## src/rtl/branch_resolution_unit.sv

```systemverilog
// branch_resolution_unit
// Tracks in-flight conditional branches from decode, resolves the oldest one
// against the real outcome reported by EX, and drives predictor feedback,
// a one-cycle flush pulse and a held fetch redirect on a misprediction.
// Optional feature macro: BRANCH_STATS_EN (resolve / mispredict counters).
// Without it both statistics outputs are tied to zero.
module branch_resolution_unit #(
    parameter int DEPTH      = 4,
    parameter int ADDR_WIDTH = 32,
    parameter int CNT_WIDTH  = 32
) (
    input  logic                  clk,
    input  logic                  rst_n,
    input  logic                  i_dec_valid,
    input  logic [ADDR_WIDTH-1:0] i_dec_pc,
    input  logic                  i_dec_prediction,
    input  logic [ADDR_WIDTH-1:0] i_dec_recovery_target,
    output logic                  o_dec_ready,
    input  logic                  i_ex_valid,
    input  logic                  i_ex_outcome,
    output logic                  o_fb_valid,
    output logic [ADDR_WIDTH-1:0] o_fb_pc,
    output logic                  o_fb_prediction,
    output logic                  o_fb_outcome,
    output logic                  o_flush,
    output logic                  o_redirect_valid,
    output logic [ADDR_WIDTH-1:0] o_redirect_pc,
    input  logic                  i_redirect_ready,
    output logic                  o_err,
    output logic [CNT_WIDTH-1:0]  o_branch_count,
    output logic [CNT_WIDTH-1:0]  o_mispredict_count
);

    localparam int PTR_W = (DEPTH > 1) ? $clog2(DEPTH) : 1;
    localparam int OCC_W = PTR_W + 1;
    localparam logic [OCC_W-1:0] FULL_OCC = OCC_W'(DEPTH);

    typedef enum logic [0:0] {
        ST_IDLE     = 1'b0,
        ST_REDIRECT = 1'b1
    } state_e;

    // Tracking queue storage
    logic [ADDR_WIDTH-1:0] pc_q   [DEPTH];
    logic                  pred_q [DEPTH];
    logic [ADDR_WIDTH-1:0] tgt_q  [DEPTH];

    state_e                state_q, state_d;
    logic [PTR_W-1:0]      wr_ptr_q, wr_ptr_d;
    logic [PTR_W-1:0]      rd_ptr_q, rd_ptr_d;
    logic [OCC_W-1:0]      occ_q, occ_d;
    logic                  dec_ready_q, dec_ready_d;
    logic                  fb_valid_q, fb_valid_d;
    logic [ADDR_WIDTH-1:0] fb_pc_q, fb_pc_d;
    logic                  fb_pred_q, fb_pred_d;
    logic                  fb_out_q, fb_out_d;
    logic                  flush_q, flush_d;
    logic                  redir_valid_q, redir_valid_d;
    logic [ADDR_WIDTH-1:0] redir_pc_q, redir_pc_d;
    logic                  err_q, err_d;

    logic push_s;
    logic resolve_s;
    logic mispredict_s;
    logic err_set_s;

    // Decode accepted pushes, legal resolves and protocol violations
    always_comb begin
        push_s       = i_dec_valid & dec_ready_q;
        resolve_s    = i_ex_valid & (state_q == ST_IDLE) & (occ_q != {OCC_W{1'b0}});
        mispredict_s = resolve_s & (i_ex_outcome != pred_q[rd_ptr_q]);
        err_set_s    = (i_dec_valid & ~dec_ready_q) | (i_ex_valid & ~resolve_s);
    end

    // Next-state for queue pointers, FSM and all registered outputs
    always_comb begin
        state_d       = state_q;
        wr_ptr_d      = wr_ptr_q;
        rd_ptr_d      = rd_ptr_q;
        occ_d         = occ_q;
        redir_valid_d = redir_valid_q;
        redir_pc_d    = redir_pc_q;
        case (state_q)
            ST_IDLE: begin
                if (mispredict_s) begin
                    // Everything younger than the head is wrong-path, including
                    // a branch pushed in this same cycle.
                    state_d       = ST_REDIRECT;
                    wr_ptr_d      = {PTR_W{1'b0}};
                    rd_ptr_d      = {PTR_W{1'b0}};
                    occ_d         = {OCC_W{1'b0}};
                    redir_valid_d = 1'b1;
                    redir_pc_d    = tgt_q[rd_ptr_q];
                end else begin
                    if (push_s) begin
                        wr_ptr_d = wr_ptr_q + {{(PTR_W-1){1'b0}}, 1'b1};
                    end else begin
                        wr_ptr_d = wr_ptr_q;
                    end
                    if (resolve_s) begin
                        rd_ptr_d = rd_ptr_q + {{(PTR_W-1){1'b0}}, 1'b1};
                    end else begin
                        rd_ptr_d = rd_ptr_q;
                    end
                    occ_d = occ_q + {{PTR_W{1'b0}}, push_s} - {{PTR_W{1'b0}}, resolve_s};
                end
            end
            ST_REDIRECT: begin
                if (i_redirect_ready) begin
                    state_d       = ST_IDLE;
                    redir_valid_d = 1'b0;
                end else begin
                    state_d       = ST_REDIRECT;
                end
            end
            default: begin
                state_d       = ST_IDLE;
                wr_ptr_d      = {PTR_W{1'b0}};
                rd_ptr_d      = {PTR_W{1'b0}};
                occ_d         = {OCC_W{1'b0}};
                redir_valid_d = 1'b0;
            end
        endcase

        dec_ready_d = (occ_d != FULL_OCC) & (state_d == ST_IDLE);
        flush_d     = mispredict_s;
        err_d       = err_q | err_set_s;

        fb_valid_d = resolve_s;
        if (resolve_s) begin
            fb_pc_d   = pc_q[rd_ptr_q];
            fb_pred_d = pred_q[rd_ptr_q];
            fb_out_d  = i_ex_outcome;
        end else begin
            fb_pc_d   = {ADDR_WIDTH{1'b0}};
            fb_pred_d = 1'b0;
            fb_out_d  = 1'b0;
        end
    end

    // Control state and registered outputs
    always_ff @(posedge clk or negedge rst_n) begin
        if (!rst_n) begin
            state_q       <= ST_IDLE;
            wr_ptr_q      <= {PTR_W{1'b0}};
            rd_ptr_q      <= {PTR_W{1'b0}};
            occ_q         <= {OCC_W{1'b0}};
            dec_ready_q   <= 1'b0;
            fb_valid_q    <= 1'b0;
            fb_pc_q       <= {ADDR_WIDTH{1'b0}};
            fb_pred_q     <= 1'b0;
            fb_out_q      <= 1'b0;
            flush_q       <= 1'b0;
            redir_valid_q <= 1'b0;
            redir_pc_q    <= {ADDR_WIDTH{1'b0}};
            err_q         <= 1'b0;
        end else begin
            state_q       <= state_d;
            wr_ptr_q      <= wr_ptr_d;
            rd_ptr_q      <= rd_ptr_d;
            occ_q         <= occ_d;
            dec_ready_q   <= dec_ready_d;
            fb_valid_q    <= fb_valid_d;
            fb_pc_q       <= fb_pc_d;
            fb_pred_q     <= fb_pred_d;
            fb_out_q      <= fb_out_d;
            flush_q       <= flush_d;
            redir_valid_q <= redir_valid_d;
            redir_pc_q    <= redir_pc_d;
            err_q         <= err_d;
        end
    end

    // Queue entry write; a push coinciding with a mispredict is discarded
    always_ff @(posedge clk or negedge rst_n) begin
        if (!rst_n) begin
            for (int i = 0; i < DEPTH; i++) begin
                pc_q[i]   <= {ADDR_WIDTH{1'b0}};
                pred_q[i] <= 1'b0;
                tgt_q[i]  <= {ADDR_WIDTH{1'b0}};
            end
        end else if (push_s && !mispredict_s) begin
            pc_q[wr_ptr_q]   <= i_dec_pc;
            pred_q[wr_ptr_q] <= i_dec_prediction;
            tgt_q[wr_ptr_q]  <= i_dec_recovery_target;
        end
    end

`ifdef BRANCH_STATS_EN
    logic [CNT_WIDTH-1:0] br_cnt_q;
    logic [CNT_WIDTH-1:0] mp_cnt_q;

    // Resolve and mispredict statistics, wrapping naturally at full width
    always_ff @(posedge clk or negedge rst_n) begin
        if (!rst_n) begin
            br_cnt_q <= {CNT_WIDTH{1'b0}};
            mp_cnt_q <= {CNT_WIDTH{1'b0}};
        end else begin
            if (resolve_s) begin
                br_cnt_q <= br_cnt_q + {{(CNT_WIDTH-1){1'b0}}, 1'b1};
            end
            if (mispredict_s) begin
                mp_cnt_q <= mp_cnt_q + {{(CNT_WIDTH-1){1'b0}}, 1'b1};
            end
        end
    end

    assign o_branch_count     = br_cnt_q;
    assign o_mispredict_count = mp_cnt_q;
`else
    assign o_branch_count     = {CNT_WIDTH{1'b0}};
    assign o_mispredict_count = {CNT_WIDTH{1'b0}};
`endif

    assign o_dec_ready      = dec_ready_q;
    assign o_fb_valid       = fb_valid_q;
    assign o_fb_pc          = fb_pc_q;
    assign o_fb_prediction  = fb_pred_q;
    assign o_fb_outcome     = fb_out_q;
    assign o_flush          = flush_q;
    assign o_redirect_valid = redir_valid_q;
    assign o_redirect_pc    = redir_pc_q;
    assign o_err            = err_q;

endmodule

```

## config.mk

```make
export PLATFORM = sky130hd
export DESIGN_NAME = branch_resolution_unit
export DESIGN_NICKNAME = d
export VERILOG_FILES = /design/src/rtl/branch_resolution_unit.sv
export SDC_FILE = /design/constraint.sdc
export NUM_CORES = 1
export LEC_CHECK = 0
export CAP_MARGIN = 20
export CORE_ASPECT_RATIO = 1.25
export CORE_UTILIZATION = 55
export CTS_CLUSTER_DIAMETER = 30
export DETAILED_ROUTE_END_ITERATION = 8
export PLACE_DENSITY_LB_ADDON = 0.25
export SYNTH_ARGS = -nofsm -noshare
export SYNTH_HDL_FRONTEND = slang
export SYNTH_SLANG_ARGS = --single-unit
```

## constraint.sdc

```tcl
create_clock -name clk -period 3.2 [get_ports clk]
set_input_delay 0.8 -clock clk [delete_from_list [all_inputs] [get_ports clk]]
set_output_delay 0.8 -clock clk [all_outputs]
set_load 0.03 [all_outputs]
```

==> impl_metrics.py, run 1 <==
metrics = {
    "finish": {
        "synthToLayoutAreaGrowth_pct": 24.91,
        "stdcell_count": 1478,
        "stdcell_area_sq_mm": 0.01933,
        "finalCoreUtilization_pct": 69.90,
        "final_nets": 1155,
        "drive_gt1_share_pct": 44.37,
    },
    "drt": {
        "detail-route-antenna-nets": 0,
        "drc_errors": 84,
        "drt_iter0_drc": 357,
        "finalWirelength_microns": 30760,
        "drtPass1Iterations": 7,
        "vias_per_cell": 5.422,
        "via_count": 8014,
        "wl_per_cell_microns": 20.81,
    },
    "yosys": {
        "avgSynthCellArea_sq_um": 17.15,
        "synth.top_cell.area_share_pct": 54.82,
        "ys_ff_latch": 339,
        "yosysTopAreaCell": "dfrtp_1",
        "yosys_warnings": 0,
        "synth_edf_count": 0,
        "synthArstFlopShare_pct": 100.0,
        "netlist-cell-type-count": 31,
        "synth-seq-area-share_pct": 54.82,
        "synthTopCellsByArea": "dfrtp_1, mux2_4, mux4_2, mux2_2, buf_4",
        "syn_inst": 902,
        "ys.flop_type": "dfrtp_1",
        "syn_area_sq_mm": 0.01547,
    },
    "clock_tree": {
        "clockBufferDepth": 3,
        "clk_pin_slew_ns": 0.05,
        "cts_buffers": 61,
        "root_buffer": "clkbuf_16",
        "hold_buffers": 0,
        "clock_sinks": 339,
        "htree_levels": 2,
        "postCtsSetupRepairBufs": 0,
        "clock_latency_ns": 0.57,
        "cts_repair_resize_count": 0,
        "cts_tree": "done",
    },
    "setup_path": {
        "cp.required_ns": 3.64,
        "cp_slowest_stage_delay_ns": 0.61,
        "crit_fanout": 35,
        "worstSetupPathType": "reg2reg",
        "critPathTopFamily": "multiplexers",
        "crit_buf_inv": 1,
        "arrival_ns": 3.04,
        "endpoint_kind": "flop",
        "r2r-start": "rd_ptr_q[0]",
        "reg2reg_slack_ns": 0.60,
        "setup.worst_path.start_class": "flop",
        "crit_slowest_cell": "buf_4",
        "critPathLaunch": "rd_ptr_q[0]",
        "path_cells": "mux4_2 > xnor2_4 > o211ai_4 > buf_4 > mux2_2",
    },
    "worst_hold_path": {
        "min_path_type": "in2async",
    },
    "floorplan": {
        "coreArea_sq_mm": 0.02765,
        "die_h_microns": 189.5,
        "pin_count": 206,
        "die_x_microns": 152.0,
        "die-area_sq_mm": 0.02881,
        "row_count": 68,
        "start_util_pct": 55.96,
    },
    "sta": {
        "relSlewSlack_pct": 26.38,
        "finalSetupViolCount": 0,
        "slew_violations": 0,
        "setup_slack_ns": 0.6044,
        "worstMarginPinSlew_ns": 1.104,
        "rsz0062_at_grt": "false",
        "fin_setup_tns_ns": 0,
        "post-route-period-util_pct": 81.11,
        "fin_skew_ns": 0.01498,
        "hold_viol_final": 0,
        "fin_crit_ns": 2.596,
        "fmax_mhz": 385.3,
        "hold_slack_ns": 0.1328,
    },
    "global_route": {
        "antenna_found_initial": 0,
        "first_global_vias": 9009,
        "overflow": 0,
        "grt_max_degree": 89,
        "grt_util_all_layers_pct": 22.53,
        "grt_pass1_wl_microns": 50760,
    },
    "placement": {
        "place_area_sq_mm": 0.01707,
        "pre_cts_slack_ns": 0.09983,
        "hpwl_microns": 17370,
        "dp_cells": 1365,
        "portBuffers": 141,
        "place_congestion": 0.7336,
    },
    "status": {
        "outcome": "finished, violations left",
        "violations": "design-rule violations",
    },
    "job": {
        "drv_cap": 0,
    },
    "power": {
        "powerDensity_mw_per_mm2": 1184,
        "power.static_leakage_nw": 9.067,
        "vdd_ir_drop_max_mv": 0.6592,
        "p_total_mw": 22.89,
    },
}
synthesized netlist by cell type, types with 2 or more instances:
master	instances
a211oi_1	2
and2_1	35
buf_2	12
buf_4	64
buf_6	24
clkbuf_1	16
dfrtp_1	339
ha_1	5
inv_1	6
mux2_2	92
mux2_4	200
mux4_2	65
nand2_1	11
nor2_1	4
o211ai_2	4
o21ai_0	4
o22ai_1	3
xnor2_1	3
kinds of logic after synthesis:
logic type / after synthesis / share of synthesized area, %
muxes: 358 / 35.63
DFF: 339 / 54.82
buffers and inverters: 123 / 5.798
and+or+nand+nor: 55 / 2.005
AOI/OAI and AO/OA: 16 / 0.8410
adders and majority gates: 6 / 0.5337
xor gates and xnor gates: 4 / 0.3478
other: 1 / 0.02423
path summary, 6_finish.rpt:
path / cells after the start / end
worst max-delay path: 5 / tgt_q[97]
worst min-delay path: 1 / o_redirect_pc[10]
worst max register to register: 5 / tgt_q[97]
worst min register to register: 1 / o_err
max in group asynchronous: 3 / o_redirect_pc[8]
min in group clk: 1 / o_err
placed cells by master, fill, tap and decap left out, drive strengths merged, types with 2 or more instances in the layout:
cell type / count
clkbuf: 71
clkinvlp: 5
o22ai: 3
ha: 5
o21ai: 4
inv: 14
conb: 64
xnor2: 4
bufinv: 14
mux4: 65
and2: 35
buf: 27
clkinv: 14
nand2: 11
dfrtp: 339
mux2: 292
clkdlybuf4s50: 140
nor2: 4
a211oi: 2
o211ai: 4
state kept, by name, indices dropped and copies added (netlist names), 2 cells and up:
| signal | cells |
|---|---|
| pc_q | 128 |
| o_redirect_pc | 32 |
| o_fb_pc | 32 |
| pred_q | 4 |
| tgt_q | 128 |
| occ_q | 3 |
| wr_ptr_q | 2 |
| rd_ptr_q | 2 |
per-layer routing:
metal / vias up / share of wire [%] / GRT usage (%) / routed length [microns]
met2: 209 / 50 / 37.14 / 15430
met3: 55 / 4.9 / 4.282 / 1520
li1: 3491 / - / - / -
met5: - / 0 / 0 / 0
met4: 0 / 2.2 / 7.849 / 667
met1: 4259 / 43 / 30.24 / 13140
where the power goes:
part / total [mW] / internal (mW) / switching (mW) / leakage, nW
Clock: 7.02 / 4.77 / 2.24 / 1.09
Combinational: 8.24 / 4.95 / 3.29 / 3.86
Sequential: 7.63 / 6.45 / 1.18 / 4.12
final cells by class:
cell class	instances	area (sq um)
antenna	1	2.502
clock buffer	71	1624
clock inverter	41	629.4
fill	1796	8323
inverter	6	22.52
multi-input combinational	503	6372
sequential	339	8491
tap	350	437.9
timing repair buffer	167	1749
(Power assumes the default switching activity.)
==> run 2: changes to the inputs <==
- clock period: 3.2 -> 2.6 ns (I/O delays scaled with it)
==> run 2 against run 1 <==
Effect of this change:
- the run still ends with design-rule violations left
- combinational power rose by 26%
- register-to-register slack got worse by 0.37 ns
- wire length rose by 1.3%
- first-iteration DRC count fell by 7.8%
- clock power rose by 17%
- via count rose by 1.9%
- worst setup slack got worse by 0.37 ns
==> impl_metrics.py, run 2 (same netlist as run 1, synthesis figures left out) <==
metrics = {
    "finish": {
        "stdcell_area_sq_mm": 0.01963,
        "drive_gt1_share_pct": 45.43,
        "final_nets": 1177,
        "diodes": 0,
        "mostFrequentLayoutCells": "dfrtp_1, mux2_4, clkdlybuf4s50_1",
        "largestRegisters": "pc_q: 128 flops, tgt_q: 128 flops",
        "finalCoreUtilization_pct": 70.98,
        "final_common_cell": "dfrtp_1",
        "synthToLayoutAreaGrowth_pct": 26.84,
    },
    "setup_path": {
        "crit_fanout": 4,
        "setup.worst_path.start_class": "flop",
        "endpoint": "o_dec_ready",
        "crit_buf_inv": 1,
        "endpoint_kind": "flop",
        "cp.required_ns": 3.08,
        "arrival_ns": 2.84,
        "r2r-start": "occ_q[1]",
        "critPathTopFamily": "simple AND/OR/NAND/NOR gates",
        "cp_slowest_stage_delay_ns": 0.42,
        "crit_slowest_cell": "dfrtp_1",
        "reg2reg_slack_ns": 0.24,
        "path_cells": "nor3_2 > nand3b_1 > inv_1 > nand2_1 > nand2_1 > ha_1 > fa_1 > xnor2_1 > xnor2_1 > nor4_1 > a211oi_1",
        "reg2reg_depth": 11,
        "worst-path-stages": 11,
        "r2r-end": "o_dec_ready",
        "worstSetupPathType": "reg2reg",
        "critPathLaunch": "occ_q[1]",
    },
    "floorplan": {
        "pin_count": 206,
        "die_h_microns": 189.5,
        "die_x_microns": 152.0,
        "die-area_sq_mm": 0.02881,
        "start_util_pct": 55.96,
        "row_count": 68,
        "coreArea_sq_mm": 0.02765,
    },
    "status": {
        "outcome": "finished, violations left",
        "violations": "design-rule violations",
    },
    "drt": {
        "vias_per_cell": 5.448,
        "drc_errors": 36,
        "drtPass1Iterations": 6,
        "wl_per_cell_microns": 20.78,
        "finalWirelength_microns": 31140,
        "drt_iter0_drc": 329,
        "detail-route-antenna-nets": 0,
        "via_count": 8166,
    },
    "global_route": {
        "antenna_found_initial": 1,
        "grt_max_degree": 68,
        "grt_util_all_layers_pct": 22.58,
        "grt_pass1_wl_microns": 50580,
        "first_global_vias": 8986,
        "overflow": 0,
    },
    "sta": {
        "hold_viol_final": 0,
        "rsz0062_at_grt": "false",
        "hold_slack_ns": 0.4949,
        "setup_slack_ns": 0.2372,
        "relSlewSlack_pct": 26.77,
        "worstMarginPinSlew_ns": 1.098,
        "post-route-period-util_pct": 90.88,
        "fin_crit_ns": 2.363,
        "slew_violations": 0,
        "fin_skew_ns": 0.02601,
        "fmax_mhz": 423.2,
        "finalSetupViolCount": 0,
    },
    "placement": {
        "place_area_sq_mm": 0.01746,
        "hpwl_microns": 18520,
        "pre_cts_slack_ns": -0.1490,
        "portBuffers": 141,
        "place_congestion": 0.7866,
    },
    "clock_tree": {
        "root_buffer": "clkbuf_16",
        "clk_pin_slew_ns": 0.05,
        "cts_buffers": 59,
        "htree_levels": 2,
        "cts_tree": "done",
        "clock_latency_ns": 0.58,
        "clockBufferDepth": 3,
        "clock_sinks": 339,
    },
    "power": {
        "power.static_leakage_nw": 9.216,
        "p_total_mw": 28.07,
        "powerDensity_mw_per_mm2": 1430,
        "vdd_ir_drop_max_mv": 0.8370,
    },
    "job": {
        "drv_cap": 0,
    },
    "worst_hold_path": {
        "worstHoldStart": "o_err",
        "min_path_type": "reg2reg",
    },
}
run 2: changes by cell type in the layout (fill, tap and decap cells not counted), sizes merged:
cell	change
buf	+23
dlygate4sd3	+1
inv	+5
clkinvlp	+2
diode	-1
clkbuf	+1
bufinv	-4
clkinv	-6
run 2: metrics by stage:
step	TNS, ns	std cells
2_1_floorplan	0	965
3_3_place_gp	-0.09950	1388
3_5_place_dp	-0.1577	1388
4_1_cts	0	1499
5_1_grt	0	1499
6_report	0	1499
run 2: per-layer routing:
layer  up-vias  track usage [%]  wire length (microns)
met4         0            7.221                    672
met2       226            37.75                  15570
li1       3542                -                      -
met5         -                0                      0
met1      4344            29.95                  13340
met3        54            4.533                   1564
run 2: final cells by class:
class                   instances  area, sq um
fillers                      1804         8025
flip-flops and latches        339         8492
clock buffers                  72         1605
inverters                       6        22.52
multi-input cells             503         6377
well taps                     350        437.9
clock inverters                38        546.8
repair buffers                191         2145
run 2: repair_timing:
| action | 4_1_cts | 5_1_grt |
|---|---|---|
| endpoints found under the hold margin | 25 | 0 |
| hold buffers | 1 | 0 |
| buffers inserted | 0 | 0 |
| setup endpoints to repair | 0 | 1 |
| resized for setup | 0 | 2 |
run 2: where the power goes:
part / internal, mW / switching [mW] / leakage [nW] / total [mW]
Combinational: 6.31 / 4.14 / 4.07 / 10.4
Clock: 5.45 / 2.78 / 1.04 / 8.23
Sequential: 7.94 / 1.45 / 4.11 / 9.39
run 2: worst min path at each step:
stage | to | slack [ns] | cells after the start
after CTS | o_err | 0.49 | 1
after floorplan | o_dec_ready | 0.35 | 0
after global routing | o_err | 0.50 | 1
final | o_err | 0.49 | 1
after global placement | o_err | 0.47 | 1
after detailed placement | o_err | 0.48 | 1
run 2: worst register-to-register path, stage by stage (launching register included):
cell and delay [ns]:
dfrtp_1 0.42, nor3_2 0.22, nand3b_1 0.18, inv_1 0.07, nand2_1 0.08, nand2_1 0.06, ha_1 0.19, fa_1 0.37
xnor2_1 0.22, xnor2_1 0.17, nor4_1 0.08, a211oi_1 0.21
==> run 3: changes to the inputs <==
- clock period: 2.6 -> 2.7 ns (I/O delays scaled with it)
==> run 3 against run 2 <==
Effect of this change:
- the run still ends with design-rule violations left
- sequential share of layout area is 0.49 points higher
- core utilization is 0.80 points lower
- clock power shrank 4.5%
- sequential power shrank 4.0%
- sequential cell count unchanged
- via count fell by 1.8%
- count of clock-buffer cells in the layout is 6 lower
- final cell count fell by 0.80%
==> impl_metrics.py, run 3 (same netlist as run 1, synthesis figures left out) <==
metrics = {
    "finish": {
        "largestRegisters": "pc_q: 128 flops, tgt_q: 128 flops",
        "stdcell_count": 1487,
        "final_common_cell": "dfrtp_1",
        "final_nets": 1162,
        "finalCoreUtilization_pct": 70.18,
        "filler_cell_count": 1787,
        "synthToLayoutAreaGrowth_pct": 25.41,
        "drive_gt1_share_pct": 45.29,
        "stdcell_area_sq_mm": 0.01940,
        "mostFrequentLayoutCells": "dfrtp_1, mux2_4, clkdlybuf4s50_1",
    },
    "sta": {
        "worstMarginPinSlew_ns": 1.076,
        "fin_crit_ns": 2.409,
        "fin_setup_tns_ns": 0,
        "relSlewSlack_pct": 28.29,
        "setup_slack_ns": 0.2908,
        "rsz0062_at_grt": "false",
        "hold_slack_ns": 0.03789,
        "hold_viol_final": 0,
        "post-route-period-util_pct": 89.23,
        "fin_skew_ns": 0.02183,
        "finalSetupViolCount": 0,
        "slew_violations": 0,
        "fmax_mhz": 415.1,
    },
    "floorplan": {
        "die_h_microns": 189.5,
        "pin_count": 206,
        "row_count": 68,
        "die_x_microns": 152.0,
        "coreArea_sq_mm": 0.02765,
        "start_util_pct": 55.96,
        "die-area_sq_mm": 0.02881,
    },
    "drt": {
        "drc_errors": 68,
        "finalWirelength_microns": 29670,
        "wl_per_cell_microns": 19.95,
        "detail-route-antenna-nets": 0,
        "drt_iter0_drc": 356,
        "via_count": 8022,
        "vias_per_cell": 5.395,
        "drtPass1Iterations": 7,
    },
    "clock_tree": {
        "root_buffer": "clkbuf_16",
        "postCtsSetupRepairBufs": 0,
        "htree_levels": 2,
        "clockBufferDepth": 3,
        "cts_tree": "done",
        "clk_pin_slew_ns": 0.06,
        "clock_latency_ns": 0.57,
        "hold_buffers": 0,
        "clock_sinks": 339,
        "cts_repair_resize_count": 0,
        "cts_buffers": 59,
    },
    "setup_path": {
        "arrival_ns": 2.88,
        "reg2reg_depth": 11,
        "worstSetupPathType": "reg2reg",
        "r2r-start": "occ_q[1]",
        "endpoint_kind": "flop",
        "r2r-end": "o_dec_ready",
        "setup.worst_path.start_class": "flop",
        "reg2reg_slack_ns": 0.29,
        "crit_fanout": 4,
        "cp.required_ns": 3.17,
    },
    "power": {
        "vdd_ir_drop_max_mv": 0.7330,
        "p_total_mw": 26.77,
        "powerDensity_mw_per_mm2": 1380,
        "power.static_leakage_nw": 9.116,
    },
    "status": {
        "violations": "design-rule violations",
        "outcome": "finished, violations left",
    },
    "job": {
        "drv_cap": 0,
    },
    "placement": {
        "place_area_sq_mm": 0.01724,
        "place_congestion": 0.8047,
        "portBuffers": 141,
        "dp_cells": 1374,
        "hpwl_microns": 17340,
        "pre_cts_slack_ns": -0.1349,
    },
    "global_route": {
        "first_global_vias": 8937,
        "grt_pass1_wl_microns": 49070,
        "grt_max_degree": 72,
        "overflow": 0,
        "antenna_found_initial": 2,
        "grt_util_all_layers_pct": 21.74,
    },
    "worst_hold_path": {
        "min_path_type": "in2async",
    },
}
-- run 3: layout make-up --
| type | count | area [sq um] | area share (%) |
|---|---|---|---|
| Sequential cell | 339 | 8492 | 43.76 |
| Antenna cell | 2 | 5.005 | 0.02579 |
| Clock buffer | 66 | 1595 | 8.221 |
| Inverter | 6 | 22.52 | 0.1161 |
| Tap cell | 350 | 437.9 | 2.257 |
| Clock inverter | 45 | 558.0 | 2.876 |
| Timing Repair Buffer | 176 | 1917 | 9.878 |
| Multi-Input combinational cell | 503 | 6377 | 32.86 |
-- run 3: worst max path at each step --
stage	start	endpoint	slack, ns	depth (start not counted)
2_1_floorplan	i_ex_valid	o_dec_ready	0.02	12
3_3_place_gp	i_ex_valid	o_dec_ready	-0.01	11
3_5_place_dp	i_ex_valid	o_dec_ready	-0.13	11
4_1_cts	occ_q[1]	o_dec_ready	0.19	11
5_1_grt	occ_q[1]	o_dec_ready	0.06	11
6_report	occ_q[1]	o_dec_ready	0.29	11
-- run 3: critical path: stages (launching register included) --
cell      delay [ns]
dfrtp_1         0.43
nor3_2          0.23
nand3b_1        0.20
inv_1           0.07
nand2_1         0.08
nand2_1         0.06
ha_1            0.19
fa_1            0.38
xnor2_1         0.21
xnor2_1         0.17
nor4_1          0.07
a211oi_1        0.22
-- run 3: layer usage --
metal	share of wire (%)	global-route usage [%]	up-vias
met2	50	35.75	207
met4	1.9	7.378	0
met3	5.1	4.396	41
met5	0	0	-
li1	-	-	3511
met1	43	29.15	4263
-- run 3: report_power, final --
part | total [mW] | internal [mW] | leakage, nW | switching, mW
combinational | 9.90 | 5.98 | 3.95 | 3.92
clock | 7.86 | 5.12 | 1.05 | 2.74
sequential | 9.01 | 7.64 | 4.11 | 1.37
